<file path="config.mk">
export PLATFORM = sky130hd
export DESIGN_NAME = cache_control
export DESIGN_NICKNAME = d
export VERILOG_FILES = /design/src/rtl/cache_pkg.sv /design/src/rtl/cache_perf_cnt.sv /design/src/rtl/cache_control.sv
export SDC_FILE = /design/constraint.sdc
export NUM_CORES = 1
export LEC_CHECK = 0
export ABC_AREA = 1
export BUFFER_PORTS_ARGS = -buffer_cell sky130_fd_sc_hd__buf_2
export CORE_MARGIN = 8
export CORE_UTILIZATION = 38
export DETAILED_ROUTE_END_ITERATION = 7
export GPL_TIMING_DRIVEN = 0
export PLACE_DENSITY = 0.67
export SLEW_MARGIN = 20
export SYNTH_ARGS = -nofsm -noshare
export SYNTH_HDL_FRONTEND = slang
export SYNTH_SLANG_ARGS = --single-unit
</file>
<file path="constraint.sdc">
create_clock -name clk -period 1.54 [get_ports clk]
set_input_delay 0.154 -clock clk [delete_from_list [all_inputs] [get_ports clk]]
set_output_delay 0.154 -clock clk [all_outputs]
set_load 0.02 [all_outputs]
</file>
<file path="src/rtl/cache_pkg.sv">
// cache_pkg: shared controller/datapath types and mux-select encodings
package cache_pkg;
  typedef enum logic [1:0] {IDLE, COMPARE, WRITEBACK, ALLOCATE} state_t;
  typedef logic way_t;
  localparam logic DATA_SEL_CPU    = 1'b0;
  localparam logic DATA_SEL_PMEM   = 1'b1;
  localparam logic ADDR_SEL_CPU    = 1'b0;
  localparam logic ADDR_SEL_VICTIM = 1'b1;
endpackage

</file>
<file path="src/rtl/cache_perf_cnt.sv">
// cache_perf_cnt: saturating event counter
module cache_perf_cnt #(parameter int CNT_W = 32) (
  input  logic             clk,
  input  logic             rst,
  input  logic             inc,
  output logic [CNT_W-1:0] count
);
  // count up on inc, holding at all-ones instead of wrapping
  always_ff @(posedge clk or negedge rst)
    if (!rst) count <= '0;
    else if (inc && !(&count)) count <= count + CNT_W'(1);
endmodule

</file>
<file path="src/rtl/cache_control.sv">
// cache_control: FSM sequencing the 2-way write-back cache datapath and pmem port
module cache_control import cache_pkg::*; #(parameter int CNT_W = 32) (
  input  logic             clk,
  input  logic             rst,
  input  logic             mem_read,
  input  logic             mem_write,
  output logic             mem_resp,
  output logic             pmem_read,
  output logic             pmem_write,
  input  logic             pmem_resp,
  input  logic             hit,
  input  logic             hit_way,
  input  logic             lru_way,
  input  logic             victim_valid,
  input  logic             victim_dirty,
  output logic             way_sel,
  output logic             load_data,
  output logic             data_sel,
  output logic             load_tag,
  output logic             load_valid,
  output logic             load_dirty,
  output logic             dirty_in,
  output logic             load_lru,
  output logic             lru_in,
  output logic             pmem_addr_sel,
  output logic [CNT_W-1:0] hit_count,
  output logic [CNT_W-1:0] miss_count,
  output logic [CNT_W-1:0] wb_count
);
  state_t state, next;
  way_t victim;
  logic from_alloc, req, hit_inc, miss_inc, wb_inc;
  assign req = mem_read | mem_write;
  // state register, victim capture on miss, and a flag marking the post-fill re-lookup
  always_ff @(posedge clk or negedge rst)
    if (!rst) begin
      state      <= IDLE;
      victim     <= '0;
      from_alloc <= 1'b0;
    end else begin
      state      <= next;
      from_alloc <= state == ALLOCATE;
      if (state == COMPARE && req && !hit) victim <= lru_way;
    end
  // next state and datapath/pmem controls; a dropped request after a fill returns silently
  always_comb begin
    next          = state;
    mem_resp      = 1'b0;
    pmem_read     = 1'b0;
    pmem_write    = 1'b0;
    way_sel       = victim;
    load_data     = 1'b0;
    data_sel      = DATA_SEL_CPU;
    load_tag      = 1'b0;
    load_valid    = 1'b0;
    load_dirty    = 1'b0;
    dirty_in      = 1'b0;
    load_lru      = 1'b0;
    lru_in        = 1'b0;
    pmem_addr_sel = ADDR_SEL_CPU;
    hit_inc       = 1'b0;
    miss_inc      = 1'b0;
    wb_inc        = 1'b0;
    case (state)
      IDLE: next = req ? COMPARE : IDLE;
      COMPARE:
        if (!req) next = IDLE;
        else if (hit) begin
          next       = IDLE;
          mem_resp   = 1'b1;
          load_lru   = 1'b1;
          lru_in     = ~hit_way;
          way_sel    = hit_way;
          load_data  = mem_write;
          load_dirty = mem_write;
          dirty_in   = mem_write;
          hit_inc    = !from_alloc;
        end else begin
          miss_inc = 1'b1;
          next     = (victim_valid && victim_dirty) ? WRITEBACK : ALLOCATE;
        end
      WRITEBACK: begin
        pmem_write    = 1'b1;
        pmem_addr_sel = ADDR_SEL_VICTIM;
        wb_inc        = pmem_resp;
        next          = pmem_resp ? ALLOCATE : WRITEBACK;
      end
      ALLOCATE: begin
        pmem_read  = 1'b1;
        load_data  = pmem_resp;
        data_sel   = pmem_resp ? DATA_SEL_PMEM : DATA_SEL_CPU;
        load_tag   = pmem_resp;
        load_valid = pmem_resp;
        load_dirty = pmem_resp;
        next       = pmem_resp ? COMPARE : ALLOCATE;
      end
      default: next = IDLE;
    endcase
  end
  cache_perf_cnt #(.CNT_W(CNT_W)) u_hit  (.clk(clk), .rst(rst), .inc(hit_inc),  .count(hit_count));
  cache_perf_cnt #(.CNT_W(CNT_W)) u_miss (.clk(clk), .rst(rst), .inc(miss_inc), .count(miss_count));
  cache_perf_cnt #(.CNT_W(CNT_W)) u_wb   (.clk(clk), .rst(rst), .inc(wb_inc),   .count(wb_count));
endmodule

</file>
==> impl_metrics.py, run 1 <==
metrics = {
    "cells_and_area": {
        "area.growth.synth_to_final_pct": 57.22,
        "layout-drive-gt1-share_pct": 44.39,
        "final_area_sq_um": 10530,
        "diodes": 0,
        "utilization_pct": 61.07,
        "fin_nets": 1355,
    },
    "synthesis": {
        "synth_edf_count": 0,
        "syn_nets": 1067,
        "yosysWarnings": 0,
        "netlist_area_sq_um": 6695,
        "syn_inst": 1054,
        "synth_flop_cell": "dfrtp_1",
        "ys_seq_elements": 100,
        "yosysMostFrequentCell": "nand2_1",
        "avgSynthCellArea_sq_um": 6.352,
        "synthArstFlopShare_pct": 100.0,
        "synthTopCellsByArea": "dfrtp_1 37%, nand2_1 28%, nor2_1 9.1%, nand3_1 4.7%, inv_1 4.7%",
        "synth.distinct_cells": 30,
        "yosys.area.top_type_share_pct": 37.38,
        "yosys-top-cells-count": "505 x nand2_1, 163 x nor2_1, 100 x dfrtp_1",
        "synth_largest_area_cell": "dfrtp_1",
        "seq_area_frac_synth_pct": 37.38,
    },
    "sta": {
        "min_period_over_period_pct": 111.3,
        "hold_viol_final": 0,
        "setup_violations": 98,
        "fin_tns_setup_ps": -7527,
        "skew_ps": 8.314,
        "slew_headroom_pct": 72.44,
        "finalWorstSetupSlack_ps": -173.5,
        "fin_crit_ps": 1713,
        "slew_violations": 0,
        "max_freq_mhz": 583.6,
        "worst_pin_slew_ps": 411.9,
        "grt_setup_unrepaired": "true",
    },
    "pwr": {
        "p_leak_nw": 5.119,
        "internal_power_mw": 5.912,
        "peakVddDrop_mv": 0.6951,
        "netSwitchingFraction_pct": 34.82,
        "power_mw": 9.071,
        "p_comb_share_pct": 39.7,
        "powerDensity_nw_per_um2": 861.7,
        "power.share.clock_pct": 26.6,
        "p_seq_share_pct": 33.6,
        "switchingPower_mw": 3.158,
    },
    "critical_path": {
        "ff2ff_setup_slack_ps": -160,
        "start_kind": "flop",
        "crit_required_ps": 1390,
        "cp-end-kind": "primary output",
        "cp_slowest_cell": "dfrtp_1",
        "worstPathArrival_ps": 1560,
        "crit_fanout": 4,
        "regToRegStartpoint": "state[0]",
        "worstSetupStartpoint": "state[0]",
        "crit_chain": "inv_2, nor2_4, inv_4, buf_12, nor3_4, nor2_1, buf_4",
        "slowest_delay_ps": 390,
        "rr_endpoint": "u_hit.count[0]",
        "rr_worst_depth": 11,
        "worstSetupPathType": "reg -> out",
    },
    "die": {
        "die_area_sq_um": 22120,
        "die_w_microns": 148.7,
        "ios": 119,
        "fp-row-count": 48,
        "initial_core_util_pct": 38.84,
        "coreArea_sq_um": 17240,
        "die_y_microns": 148.7,
    },
    "cts": {
        "cts_root_buffer": "clkbuf_16",
        "ctsHtreeMaxLevel": 3,
        "cts_buffers": 9,
        "clkLatencyLatePin_ps": 360,
        "cts_max_path_buffers": 2,
        "cts_tree": "yes",
        "cts.reportedPaths.clkPinSlew_ps": 70,
        "clkSinkCount": 100,
    },
    "grt": {
        "grt_use_total_pct": 20.50,
        "antenna_found_initial": 1,
        "grt_pass1_wl_microns": 36390,
        "grt_max_degree": 74,
        "grt_pass1_vias": 7192,
        "gr-total-overflow": 0,
    },
    "routing": {
        "drt-total-wl_microns": 24760,
        "via_count": 7888,
        "dr.pass1.iters": 5,
        "drc": 0,
        "ant_nets": 0,
        "wire_per_inst_microns": 15.75,
        "drt_iter0_markers": 592,
        "vias_per_cell": 5.018,
    },
    "hold_path": {
        "min_path_cells": 2,
        "hp-start": "pmem_resp",
        "hold_path.class": "in -> reg",
        "hold_end": "state[1]",
    },
    "place": {
        "dp_hpwl_microns": 15320,
        "io_buffers": 118,
        "place_congestion": 0.9132,
        "dpl_cell_area_sq_um": 7704,
    },
    "flow_run": {
        "max_cap_viol_count": 0,
    },
    "status": {
        "violations": "setup timing",
        "status": "finished, violations left",
    },
}
[registers in the layout, summed over array words and instances (netlist names)]
register,cells
u_hit.count,32
u_wb.count,32
victim,1
state,2
u_miss.count,32
from_alloc,1
[per-stage QoR]
step | hold WS, ps | instances | setup slack, ps
2_1_floorplan | -141.6 | 1054 | -15.44
3_3_place_gp | 349.6 | 1397 | -1120
3_5_place_dp | 46.64 | 1398 | -225.8
4_1_cts | 61.95 | 1507 | -158.0
5_1_grt | 91.42 | 1572 | -216.1
6_report | 69.36 | 1572 | -173.5
[layer usage]
layer	track usage (%)	part of all wire, %	routed length (microns)	up-vias
met3	3.944	7.0	1728	53
li1	-	-	-	3825
met2	33.30	48	11970	293
met5	0	0.044	11	-
met1	26.26	42	10330	3715
met4	8.531	2.9	718	2
[critical path, delay by kind of cell, from the launching register on]
| family | cells | cell delay (ps) |
|---|---|---|
| simple gates | 3 | 390 |
| buf+inv | 4 | 420 |
| flops | 1 | 390 |
[worst max path at each step]
| stage | end | depth (start not counted) | slack, ps |
|---|---|---|---|
| finish | way_sel | 7 | -170 |
| floorplan | u_hit.count[2] | 9 | -20 |
| global route | way_sel | 8 | -220 |
| CTS | load_dirty | 7 | -160 |
| detailed placement | u_wb.count[27] | 8 | -230 |
| global placement | u_miss.count[15] | 1 | -1120 |
[cells in the final DEF, fill, tap and decap left out, types with 11 or more instances in the layout]
cell       count
buf_2        106
buf_4        122
buf_6         47
buf_8         11
clkbuf_16     12
dfrtp_1       28
dfrtp_2       72
inv_1         78
nand2_1      419
nand2_2       75
nand2_4       19
nand3_1       42
nand3_2       16
nand3b_1      15
nand4_1       12
nor2_1       105
nor2_2        34
nor2_4        35
xnor2_1       16
xor2_1        17
[cell families (layout without fill, tap and decap cells)]
family | count (synthesis) | in the layout | synth area share, %
simple gates | 790 | 790 | 48.55
buf+inv | 109 | 402 | 7.400
flops | 100 | 100 | 37.38
xor+xnor | 34 | 34 | 4.448
compound gates | 18 | 18 | 1.663
fa+ha+maj | 3 | 3 | 0.5607
[power by group through the flow]
stage	clock, mW	combinational [mW]	sequential [mW]
final	2.42	3.60	3.05
after global routing	2.54	3.84	3.08
after CTS	2.44	3.04	3.06
after detailed placement	0	1.84	3.13
after global placement	0	1.80	3.12
after floorplan	0	1.09	3.23
[timing repair]
action | CTS | global route
buffers inserted | 85 | 64
hold buffers | 2 | 0
resized for setup | 198 | 187
setup endpoints to repair | 106 | 106
gates cloned | 9 | 3
endpoints found under the hold margin | 28 | 0
pin swaps | 54 | 79
[area by class of cell]
cell class,count,area [sq um]
buffer,21,284.0
clock buffer,12,256.5
clock inverter,4,47.55
fill,1474,6710
inverter,88,350.3
multi-input combinational,845,4584
sequential,100,2592
tap,225,281.5
timing repair buffer,277,2130
No activity file was read; power rests on OpenSTA's default activity.
==> run 2: changes to the inputs <==
==> constraint.sdc (replaced) <==
create_clock -name clk -period 1.54 [get_ports clk]
set_input_delay 0.308 -clock clk [delete_from_list [all_inputs] [get_ports clk]]
set_output_delay 0.308 -clock clk [all_outputs]
set_load 0.02 [all_outputs]
==> run 2 against run 1 <==
  * The flow still finishes with violations (setup timing)
  * Critical path depth is 1 lower
  * Clock power hardly changed
  * Register-to-register slack gained 20 ps
  * Worst setup slack got worse by 130 ps
  * Wire length is 7.2% lower
  * Hold slack improved by 91 ps
  * Design area down 6.0%
  * Die area unchanged
  * Critical path type unchanged
  * Highest routed layer unchanged
==> impl_metrics.py, run 2 (synthesis gave the netlist of run 1 again) <==
metrics = {
    "hold_path": {
        "hold_path.class": "in -> reg",
        "hold_end": "victim",
        "hp-start": "lru_way",
        "min_path_cells": 3,
    },
    "cells_and_area": {
        "layout_commonest_cell": "nand2_1",
        "final_cells": 1546,
        "layout-drive-gt1-share_pct": 38.56,
        "fin_nets": 1328,
        "area.growth.synth_to_final_pct": 47.79,
        "layout_common_cells": "440 x nand2_1, 122 x nor2_1, 115 x buf_4, 107 x buf_2, 79 x inv_1",
        "utilization_pct": 57.40,
        "final_area_sq_um": 9894,
        "reg.largest.list": "u_hit.count: 32 flops, u_miss.count: 32 flops, u_wb.count: 32 flops",
    },
    "place": {
        "place_ws_ps": -304.9,
        "dpl_cell_area_sq_um": 7717,
        "io_buffers": 118,
        "place_congestion": 0.9093,
        "dp_hpwl_microns": 15430,
        "placed_cells": 1398,
    },
    "grt": {
        "grt_max_degree": 75,
        "grt_pass1_vias": 7137,
        "grt_pass1_wl_microns": 35320,
        "antenna_found_initial": 1,
        "gr-total-overflow": 0,
        "grt_use_total_pct": 19.78,
    },
    "sta": {
        "hold_viol_final": 0,
        "setup_violations": 86,
        "slew_headroom_pct": 70.65,
        "slew_violations": 0,
        "fin_tns_setup_ps": -6220,
        "worst_pin_slew_ps": 439.0,
        "fin_crit_ps": 1847,
        "skew_ps": 7.766,
        "grt_setup_unrepaired": "true",
        "finalWorstSetupSlack_ps": -306.8,
        "max_freq_mhz": 541.5,
        "min_period_over_period_pct": 119.9,
    },
    "critical_path": {
        "crit_fanout": 4,
        "crit_buf_inv": 3,
        "slowest_delay_ps": 450,
        "rr_worst_depth": 7,
        "crit_required_ps": 1230,
        "cp_slowest_cell": "dfrtp_2",
        "cp-end-kind": "primary output",
        "worstPathArrival_ps": 1540,
        "rr_endpoint": "u_miss.count[25]",
        "worstSetupPathType": "reg -> out",
        "crit_chain": "nor2_4, inv_4, buf_12, nor3_4, nor2_2, buf_6",
        "crit_family": "flip-flops",
        "regToRegStartpoint": "state[1]",
        "ff2ff_setup_slack_ps": -140,
        "start_kind": "flop",
    },
    "routing": {
        "drc": 0,
        "wire_per_inst_microns": 14.86,
        "via_count": 7665,
        "dr.pass1.iters": 5,
        "drt_iter0_markers": 510,
        "vias_per_cell": 4.958,
        "drt-total-wl_microns": 22980,
        "ant_nets": 0,
    },
    "cts": {
        "cts_buffers": 9,
        "clkSinkCount": 100,
        "ctsHtreeMaxLevel": 3,
        "cts_max_path_buffers": 2,
        "clkLatencyLatePin_ps": 350,
        "cts_tree": "yes",
        "cts_root_buffer": "clkbuf_16",
        "cts.reportedPaths.clkPinSlew_ps": 70,
    },
    "die": {
        "coreArea_sq_um": 17240,
        "initial_core_util_pct": 38.84,
        "die_area_sq_um": 22120,
        "fp-row-count": 48,
        "die_w_microns": 148.7,
        "die_y_microns": 148.7,
        "ios": 119,
    },
    "pwr": {
        "peakVddDrop_mv": 0.6770,
        "powerDensity_nw_per_um2": 891.4,
        "p_leak_nw": 4.814,
    },
    "status": {
        "violations": "setup timing",
        "status": "finished, violations left",
    },
    "flow_run": {
        "max_cap_viol_count": 0,
    },
}
-- run 2: cell count changes in the layout (fill, tap and decap cells not counted), sizes merged --
cell	change
clkinv	-2
diode	+1
dlygate4sd3	-1
clkbuf	+2
buf	-26
clkinvlp	-1
inv	+1
-- run 2: stage by stage --
stage / power (mW) / hold WS, ps
finish: 8.820 / 160.0
CTS: 8.351 / 152.0
detailed placement: 5.008 / 198.8
global placement: 4.945 / 470.2
floorplan: 4.349 / 12.41
global route: 9.172 / 181.8
-- run 2: layout make-up --
type / instances / area [sq um]
Buffer: 20 / 232.7
Inverter: 88 / 352.8
Clock inverter: 2 / 35.03
Clock buffer: 14 / 264.0
Tap cell: 225 / 281.5
Multi-Input combinational cell: 845 / 4249
Antenna cell: 1 / 2.502
Fill cell: 1567 / 7342
Timing Repair Buffer: 251 / 1888
Sequential cell: 100 / 2589
-- run 2: power breakdown --
group | internal [mW] | total, mW | switching, mW
clock network | 1.35 | 2.40 | 1.05
registers | 2.82 | 3.07 | 0.249
logic | 1.64 | 3.35 | 1.71
total | 5.81 | 8.82 | 3.01
-- run 2: timing repair --
item	in CTS	in global routing
setup endpoints to repair	108	109
gates cloned	5	6
pin swaps	42	31
hold buffers	1	0
buffers inserted	62	62
hold endpoints to repair	26	0
gates resized for setup	130	145
-- run 2: worst max path at each step --
stage / start / endpoint / slack, ps / cells after the start
floorplan: state[1] / load_dirty / -10 / 5
global placement: rst / u_miss.count[14] / -1250 / 1
detailed placement: mem_write / u_miss.count[25] / -300 / 9
CTS: state[0] / load_dirty / -360 / 7
global route: state[0] / way_sel / -360 / 7
finish: state[1] / way_sel / -310 / 6
-- run 2: worst register-to-register path: stages, from the launching register on --
cell     delay, ps
dfrtp_2        450
nor2_4         130
nand3_1        330
nor2_2         270
buf_4          200
nand3_1         80
nand2_1         60
nand2_1         50
-- run 2: layer usage --
metal,wire [microns],vias up,global-route usage [%]
met4,725,2,9.086
met1,9867,3582,25.38
met2,10890,265,31.91
met5,15,-,0
met3,1478,57,3.519
li1,-,3759,-
==> run 3: changes to the inputs <==
Settings changed: CAP_MARGIN from default to 20, CELL_PAD_IN_SITES_DETAIL_PLACEMENT from default to 0, CELL_PAD_IN_SITES_GLOBAL_PLACEMENT from default to 1, CORE_UTILIZATION 38 to 36, PLACE_DENSITY 0.67 to 0.85.
==> run 3 against run 2 <==
  * The run still ends with setup timing left
  * Register-to-register slack improved by 20 ps
  * Maximum frequency rose by 1.6%
  * Via count fell by 0.29%
  * Power rose by 4.8%
  * Clock-buffer cell count fell by 2
  * Combinational power rose by 8.1%
  * First-iteration DRC count fell by 13%
  * Global-route usage fell by 0.16 points
  * Core utilization fell by 1.5 points
  * Non-clock buffer count rose by 4
  * Sequential power barely moved
  * Largest power group unchanged
  * Highest routed layer unchanged
==> impl_metrics.py, run 3 (synthesis gave the netlist of run 1 again) <==
metrics = {
    "status": {
        "status": "finished, violations left",
        "violations": "setup timing",
    },
    "grt": {
        "grt_pass1_wl_microns": 37070,
        "grt_pass1_vias": 7262,
        "met1_usage_pct": 24.81,
        "grt_use_total_pct": 19.62,
        "busiest_layer": "met2",
        "gr-total-overflow": 0,
        "grtUsageMet3_pct": 4.141,
        "grtUsageMet2_pct": 32.59,
        "grt_max_degree": 66,
        "antenna_found_initial": 2,
    },
    "routing": {
        "dr.pass1.iters": 5,
        "wire_per_inst_microns": 15.34,
        "vias_per_cell": 4.903,
        "drt-total-wl_microns": 23910,
        "drt_iter0_markers": 443,
        "via_count": 7643,
        "ant_nets": 0,
        "drc": 0,
    },
    "critical_path": {
        "cp-end-kind": "primary output",
        "worstPathArrival_ps": 1510,
        "worstSetupPathType": "reg -> out",
        "start_kind": "flop",
        "crit_fanout": 2,
        "crit_required_ps": 1230,
    },
    "sta": {
        "whs_ps": 202.3,
        "slew_violations": 0,
        "skew_ps": 9.316,
        "fin_tns_setup_ps": -6303,
        "worst_pin_slew_ps": 438.3,
        "hold_viol_final": 0,
        "slew_headroom_pct": 70.70,
        "grt_setup_unrepaired": "true",
        "fin_crit_ps": 1818,
        "max_freq_mhz": 549.9,
        "finalWorstSetupSlack_ps": -278.5,
        "setup_violations": 75,
        "min_period_over_period_pct": 118.1,
    },
    "die": {
        "ios": 119,
        "die_w_microns": 152.4,
        "initial_core_util_pct": 36.28,
        "die_area_sq_um": 23220,
        "coreArea_sq_um": 18460,
        "fp-row-count": 50,
        "die_y_microns": 152.4,
    },
    "pwr": {
        "p_leak_nw": 4.992,
        "powerDensity_nw_per_um2": 895.8,
        "power_mw": 9.241,
        "peakVddDrop_mv": 0.6856,
    },
    "cells_and_area": {
        "area.growth.synth_to_final_pct": 54.08,
        "utilization_pct": 55.90,
        "fin_nets": 1332,
        "nFillCells": 1748,
        "layout_common_cells": "416 x nand2_1, 111 x nor2_1, 106 x buf_4, 102 x buf_2, 80 x nand2_2",
        "layout_commonest_cell": "nand2_1",
        "reg.largest.list": "u_hit.count: 32 flops, u_miss.count: 32 flops, u_wb.count: 32 flops",
        "layout-drive-gt1-share_pct": 42.30,
    },
    "place": {
        "io_buffers": 118,
        "place_congestion": 0.8568,
        "dp_hpwl_microns": 15960,
    },
    "cts": {
        "clkLatencyLatePin_ps": 360,
        "cts_buffers": 9,
        "ctsHtreeMaxLevel": 3,
        "cts_root_buffer": "clkbuf_16",
        "cts.reportedPaths.clkPinSlew_ps": 70,
        "cts_max_path_buffers": 2,
        "cts_tree": "yes",
        "clkSinkCount": 100,
    },
    "hold_path": {
        "hold_path.class": "in -> reg",
    },
    "flow_run": {
        "max_cap_viol_count": 0,
    },
}
[run 3: cell count changes in the layout (fill, tap and decap cells not counted), sizes merged]
cell / before / now
clkinvlp: 0 / 1
bufinv: 1 / 2
clkbuf: 17 / 18
buf: 267 / 268
[run 3: timing repair]
item | 4_1_cts | 5_1_grt
gates cloned | 6 | 5
buffers inserted | 71 | 55
setup endpoints to repair | 106 | 111
pin swaps | 34 | 57
hold buffers | 1 | 0
resized for setup | 168 | 197
endpoints found under the hold margin | 35 | 0
[run 3: stage by stage]
step                      setup WS, ps  cell area, sq um  cells
final                           -278.5             10320   1559
after global routing            -316.7             10320   1559
after CTS                       -285.0              9181   1500
after detailed placement        -244.4              7729   1407
after global placement           -1323              7695   1406
after floorplan                 -10.89              6812   1054
[run 3: final timing paths]
check                          startpoint              end  slack (ps)  cells past startpoint
setup / recovery                 state[0]       load_dirty        -280                      6
hold reg to reg                    victim           victim         490                      2
max in group asynchronous             rst  u_miss.count[1]         430                      3
hold / removal                    lru_way           victim         200                      3
min in group asynchronous             rst   u_hit.count[0]         420                      2
setup reg to reg           u_hit.count[1]  u_hit.count[22]        -120                     11
[run 3: critical path, cell delays in order (launching register included)]
cell     delay, ps
dfrtp_1        400
buf_4          150
nand2_2         90
nor2_4          50
or2_4          230
buf_6          120
buf_6          120
[run 3: final cells by class]
type	count	area (sq um)	share of cell area, %
Clock inverter	4	72.57	0.7035
Sequential cell	100	2589	25.09
Tap cell	234	292.8	2.838
Inverter	88	362.8	3.517
Buffer	20	252.7	2.450
Multi-Input combinational cell	845	4489	43.52
Clock buffer	12	256.5	2.486
Timing Repair Buffer	255	1998	19.37
Antenna cell	1	2.502	0.02426
[run 3: where the power goes]
| part | internal [mW] | leakage (nW) | switching [mW] | total [mW] |
|---|---|---|---|---|
| logic | 1.77 | 3.56 | 1.85 | 3.62 |
| registers | 2.82 | 1.27 | 0.219 | 3.04 |
| clock network | 1.51 | 0.159 | 1.07 | 2.58 |
| total | 6.10 | 4.99 | 3.14 | 9.24 |
[run 3: layer usage]
metal	vias to the layer above	part of all wire [%]
met2	223	48
met4	2	2.3
met5	-	0.050
li1	3775	-
met1	3602	44
met3	41	5.4
